[src/rtl/ice51_loader.sv]
// ice51_loader: UART 8N1 program loader that writes MEM_SIZE received bytes into code RAM from address 0
//   i_clk        system clock
//   i_rst        synchronous active-high reset
//   i_uart_rx    asynchronous serial input, idle high
//   o_mem_we     one-cycle program memory write strobe
//   o_mem_addr   write address (holds last written address between writes)
//   o_mem_wdata  write data (holds last written data between writes)
//   o_load_done  sticky, high once MEM_SIZE bytes have been written
//   o_frame_err  one-cycle pulse when a stop bit samples low
//   o_csum       modulo-256 sum of written bytes when ICE51_LOADER_CSUM_EN is defined, else 8'h00
module ice51_loader #(
    parameter int CLKS_PER_BIT = 104,
    parameter int MEM_SIZE     = 512,
    parameter int ADDR_W       = 9
) (
    input  logic              i_clk,
    input  logic              i_rst,
    input  logic              i_uart_rx,
    output logic              o_mem_we,
    output logic [ADDR_W-1:0] o_mem_addr,
    output logic [7:0]        o_mem_wdata,
    output logic              o_load_done,
    output logic              o_frame_err,
    output logic [7:0]        o_csum
);
    localparam int BW = $clog2(CLKS_PER_BIT);
    localparam logic [BW-1:0] FULL = BW'(CLKS_PER_BIT - 1);
    localparam logic [BW-1:0] HALF = BW'(CLKS_PER_BIT / 2 - 1);
    localparam logic [ADDR_W:0] SIZE = (ADDR_W + 1)'(MEM_SIZE);

    typedef enum logic [2:0] {ST_IDLE, ST_START, ST_DATA, ST_STOP, ST_BREAK} state_t;

    state_t            r_state;
    logic [1:0]        r_sync;
    logic [BW-1:0]     r_baud;
    logic [2:0]        r_bit;
    logic [7:0]        r_shift;
    logic [ADDR_W:0]   r_count;
    logic              r_we;
    logic [ADDR_W-1:0] r_addr;
    logic [7:0]        r_wdata;
    logic              r_done;
    logic              r_ferr;
    logic              w_rx;
`ifdef ICE51_LOADER_CSUM_EN
    logic [7:0]        r_csum;
    assign o_csum = r_csum;
`else
    assign o_csum = 8'h00;
`endif

    assign w_rx        = r_sync[1];
    assign o_mem_we    = r_we;
    assign o_mem_addr  = r_addr;
    assign o_mem_wdata = r_wdata;
    assign o_load_done = r_done;
    assign o_frame_err = r_ferr;

    always_ff @(posedge i_clk) begin
        if (i_rst) begin
            r_state <= ST_IDLE;
            r_sync  <= 2'b11;
            r_baud  <= '0;
            r_bit   <= '0;
            r_shift <= '0;
            r_count <= '0;
            r_we    <= 1'b0;
            r_addr  <= '0;
            r_wdata <= '0;
            r_done  <= 1'b0;
            r_ferr  <= 1'b0;
`ifdef ICE51_LOADER_CSUM_EN
            r_csum  <= '0;
`endif
        end else begin
            r_sync <= {r_sync[0], i_uart_rx};
            r_we   <= 1'b0;
            r_ferr <= 1'b0;
            // count reaches SIZE on the final write edge, so done follows one cycle later
            r_done <= r_done | (r_count == SIZE);
            case (r_state)
                ST_IDLE: begin
                    if (!w_rx) begin
                        r_state <= ST_START;
                        r_baud  <= '0;
                    end
                end
                ST_START: begin
                    if (r_baud == HALF) begin
                        r_baud  <= '0;
                        r_bit   <= '0;
                        r_state <= w_rx ? ST_IDLE : ST_DATA;
                    end else begin
                        r_baud <= r_baud + 1'b1;
                    end
                end
                ST_DATA: begin
                    if (r_baud == FULL) begin
                        r_baud  <= '0;
                        r_shift <= {w_rx, r_shift[7:1]};
                        r_bit   <= r_bit + 1'b1;
                        if (r_bit == 3'd7) r_state <= ST_STOP;
                    end else begin
                        r_baud <= r_baud + 1'b1;
                    end
                end
                ST_STOP: begin
                    if (r_baud == FULL) begin
                        r_baud <= '0;
                        if (w_rx) begin
                            // leave at mid stop bit so a back-to-back start edge is caught
                            r_state <= ST_IDLE;
                            if (!r_done && r_count < SIZE) begin
                                r_we    <= 1'b1;
                                r_addr  <= r_count[ADDR_W-1:0];
                                r_wdata <= r_shift;
                                r_count <= r_count + 1'b1;
`ifdef ICE51_LOADER_CSUM_EN
                                r_csum  <= r_csum + r_shift;
`endif
                            end
                        end else begin
                            r_ferr  <= 1'b1;
                            r_state <= ST_BREAK;
                        end
                    end else begin
                        r_baud <= r_baud + 1'b1;
                    end
                end
                ST_BREAK: begin
                    if (w_rx) r_state <= ST_IDLE;
                end
                default: r_state <= ST_IDLE;
            endcase
        end
    end
endmodule

[config.mk]
export PLATFORM = sky130hd
export DESIGN_NAME = ice51_loader
export DESIGN_NICKNAME = d
export VERILOG_FILES = /design/src/rtl/ice51_loader.sv
export SDC_FILE = /design/constraint.sdc
export NUM_CORES = 1
export LEC_CHECK = 0
export CAP_MARGIN = 40
export CORE_MARGIN = 1
export CORE_UTILIZATION = 55
export DETAILED_ROUTE_END_ITERATION = 10
export PLACE_DENSITY = 0.77
export SYNTH_ARGS = -nofsm -noshare
export SYNTH_HDL_FRONTEND = slang
export SYNTH_SLANG_ARGS = --single-unit
[constraint.sdc]
create_clock -name i_clk -period 2.15 [get_ports i_clk]
set_input_delay 0.43 -clock i_clk [delete_from_list [all_inputs] [get_ports i_clk]]
set_output_delay 0.43 -clock i_clk [all_outputs]
set_load 0.005 [all_outputs]
==> metrics.yaml <==
outcome:
  result_of_the_run: "finished with violations"
  violations: "DRC"
timing:
  post-route-min-period_ns: 2.012
  grt_setup_unrepaired: "false"
  timing.clock.skew_ns: 0.006200
  final-max-slew-violation-count: 0
  post-route-worst-setup-slack_ns: 0.1377
  clock.fmax_mhz: 496.9
  setup_viol: 0
  setup-tns-final_ns: 0
  finalHoldViolations: 0
  final_min_period_over_clock_period_pct: 93.59
die:
  die-area_sq_um: 4985
  die_span_x_um: 70.61
  die_y_um: 70.61
  initial_utilization_pct: 58.25
  core-area_sq_um: 4444
  floorplan.rows: 24
  design.portCount: 31
clock_network:
  htree_num_levels: 2
  tritoncts: "built"
  post_cts.repair.setup_buffers: 0
  clk_pin_slew_worst_paths_ns: 0.09
  clock_tree.buffer_depth: 2
  ctsRootBufferMaster: "clkbuf_8"
  cts.sink_count: 53
  holdBufCountCts: 0
  cts-buffers-inserted: 5
  clock_latency_reported_for_the_late_side_of_the_worst_skew_pair_ns: 0.30
setup_path:
  endpoint_kind: "register"
  path_class: "register to register"
  cp_arrival_ns: 2.25
  critical-path-top-delay-family: "simple AND/OR/NAND/NOR gates"
  critical_path_peak_fanout: 10
  critical_path.n_buffers_inverters: 0
  worst-r2r-cell-count: 5
  cp_max_stage_cell: "or4_1"
  cp_slowest_stage_delay_ns: 0.57
  crit_chain: "ha_1 -> and2_1 -> nand4_4 -> or4_1 -> a21oi_1"
  setup.worst_path.start_class: "register"
  worst_ep_required_time_ns: 2.39
  crit_cells: 5
detailed_routing:
  drc_viols: 7
  route.detailed.wl_per_inst_um: 14.13
  detail_route.wirelength_um: 5311
  routed-via-count: 2185
  drt_first_pass_iters: 7
  drt.antenna.violating_nets: 0
  first_iter_violations: 164
  vias_per_cell: 5.811
synth:
  yosys_register_bits: 53
  yosys_warnings: 0
  adder_and_majority_cell_fraction_of_the_synthesized_area_pct: 2.417
  dominant_combinational_cell_family_by_area_after_synthesis: "simple AND/OR/NAND/NOR gates"
  synth_enable_flop_cells: 0
  post_synth_inst_count: 305
  synth-compound-area-share_pct: 17.50
  netlist.top_cell.by_area: "dfxtp_1"
  synth_simple_gate_area_share_pct: 26.87
  yosysUniqueCellTypes: 46
  synth.most_common_cell: "dfxtp_1"
  yosys-top-cells-count: "dfxtp_1 (53), o21ai_0 (32), nand2b_1 (24)"
  sequential_element_share_of_the_synthesized_area_pct: 40.99
  post_synth_mux_area_share_pct: 4.640
  postSynth.asyncResetShare_pct: 0
  yosys.area_share.xor_xnor_pct: 0
  synth_top_area_share_pct: 40.99
  synthesis.area_sq_um: 2589
  synth_top_flop_cell: "dfxtp_1"
  ys_top_cells_by_area: "dfxtp_1 (41%), o21ai_0 (6.2%), nand2b_1 (5.8%), mux2i_1 (4.6%), nor2b_1 (4.6%)"
  post_synth.cell_area_avg_sq_um: 8.488
pwr:
  total_power_w: 0.001606
  p_sw_w: 0.0003485
  power.ir.vdd_worst_uv: 451.1
  cell_internal_pwr_w: 0.001258
  combinationalPowerShare_pct: 3.4
  pwr-share-clk_pct: 35.1
  leakage_nw: 1.059
  power_switching_share_pct: 21.70
  power.share.sequential_pct: 61.5
  powerDensity_nw_per_um2: 548.1
global_routing:
  grt_antenna_before_repair: 0
  grt_max_degree: 46
  grt_overflow_total: 0
  overall_fraction_of_global_route_tracks_in_use_pct: 21.87
  first_global_vias: 1907
  grt_first_pass_wirelength_um: 8776
layout:
  area_overhead_of_the_layout_relative_to_synthesis_pct: 13.19
  final-seq-area_sq_um: 1061
  layout.nets: 332
  multi_input_comb_area_sq_um: 1383
  final.fill_count: 373
  drive_above_1_share_pct: 8.951
  n_antenna_cell: 0
  final_cell_count_without_fillers: 376
placed_design:
  preCtsSetupSlack_ns: 0.03965
  gp_routability_congestion: 0.8468
  dp.final_hpwl_um: 3451
  dp.cells: 368
  placement.io_buffers: 22
min_path:
  worst_hold_path.num_cells: 1
  worst_hold_path_type: "register to register"
run:
  cap_violations: 0
## routing by layer
layer | GRT usage [%] | vias to the layer above | routed length (um)
met5 | 0 | - | 0
met4 | 6.889 | 0 | 42
met3 | 4.843 | 4 | 237
met2 | 35.06 | 53 | 2552
met1 | 29.64 | 1029 | 2479
li1 | - | 1099 | -
## path summary, 6_finish.rpt
check	slack, ns	start	endpoint
setup reg to reg	0.14	r_baud[0]$_SDFFE_PP0P_	r_count[9]$_SDFFE_PP0P_
hold / removal	0.42	r_sync[0]$_SDFF_PP1_	r_sync[1]$_SDFF_PP1_
setup / recovery	0.14	r_baud[0]$_SDFFE_PP0P_	r_count[9]$_SDFFE_PP0P_
hold reg to reg	0.42	r_sync[0]$_SDFF_PP1_	r_sync[1]$_SDFF_PP1_
## flip-flops by register name, indices dropped and copies added, names as in the netlist
signal,flops
r_count,10
o_mem_addr,9
o_mem_wdata,8
r_shift,8
r_baud,7
r_bit,3
r_state,3
r_sync,2
o_frame_err,1
o_load_done,1
o_mem_we,1
## stage by stage
stage	instance area [sq um]	util (%)	hold slack [ns]
6_report	2930	65.93	0.4154
3_5_place_dp	2819	63.43	0.3975
2_1_floorplan	2615	-	0.3895
3_3_place_gp	2819	63.43	0.3920
5_1_grt	2930	65.93	0.4452
4_1_cts	2909	65.46	0.4194
## cell usage in the layout, fill, tap and decap left out, types with 3 or more instances in the layout
| master | Yosys | layout |
|---|---|---|
| nor2_1 | 16 | 16 |
| o31ai_1 | 7 | 7 |
| or4_1 | 7 | 7 |
| dfxtp_1 | 53 | 53 |
| clkdlybuf4s50_1 | 0 | 21 |
| o211ai_1 | 3 | 3 |
| mux2i_1 | 12 | 12 |
| nor3_1 | 3 | 3 |
| nor4_1 | 5 | 5 |
| o21ai_1 | 9 | 9 |
| nand2b_1 | 24 | 24 |
| nand4_1 | 4 | 4 |
| nand3_1 | 8 | 8 |
| nand2_1 | 17 | 17 |
| inv_1 | 9 | 9 |
| a21oi_1 | 13 | 13 |
| ha_1 | 5 | 5 |
| conb_1 | 1 | 8 |
| buf_4 | 10 | 11 |
| clkbuf_8 | 0 | 6 |
| nor2b_1 | 19 | 19 |
| o21ai_0 | 32 | 32 |
| or3_1 | 3 | 3 |
## cells by family after synthesis
| family | after synthesis |
|---|---|
| AOI/OAI and AO/OA | 77 |
| DFF | 53 |
| muxes | 12 |
| buffers and inverters | 38 |
| adders and majority gates | 5 |
| and+or+nand+nor | 119 |
| other | 1 |
## what timing repair did
action,4_1_cts,5_1_grt
hold endpoints to repair,0,0
resized for setup,1,2
cloned,0,1
setup endpoints to repair,2,9
pin swaps,0,1
## power groups by stage
| stage | Clock, W | Combinational, W | Sequential, W |
|---|---|---|---|
| finish | 0.000564 | 0.0000549 | 0.000987 |
| global route | 0.000616 | 0.0000618 | 0.000988 |
| CTS | 0.000583 | 0.0000542 | 0.000987 |
| detailed placement | 0 | 0.0000539 | 0.00101 |
| global placement | 0 | 0.0000538 | 0.00101 |
| floorplan | 0 | 0.0000512 | 0.00101 |
## area by class of cell
class	instances	area share, %
inverter	9	1.153
clock inverter	1	0.2562
multi-input combinational	222	47.18
timing repair buffer	33	10.16
clock buffer	6	2.818
sequential	53	36.21
tap	52	2.220
(Power assumes the default switching activity.)
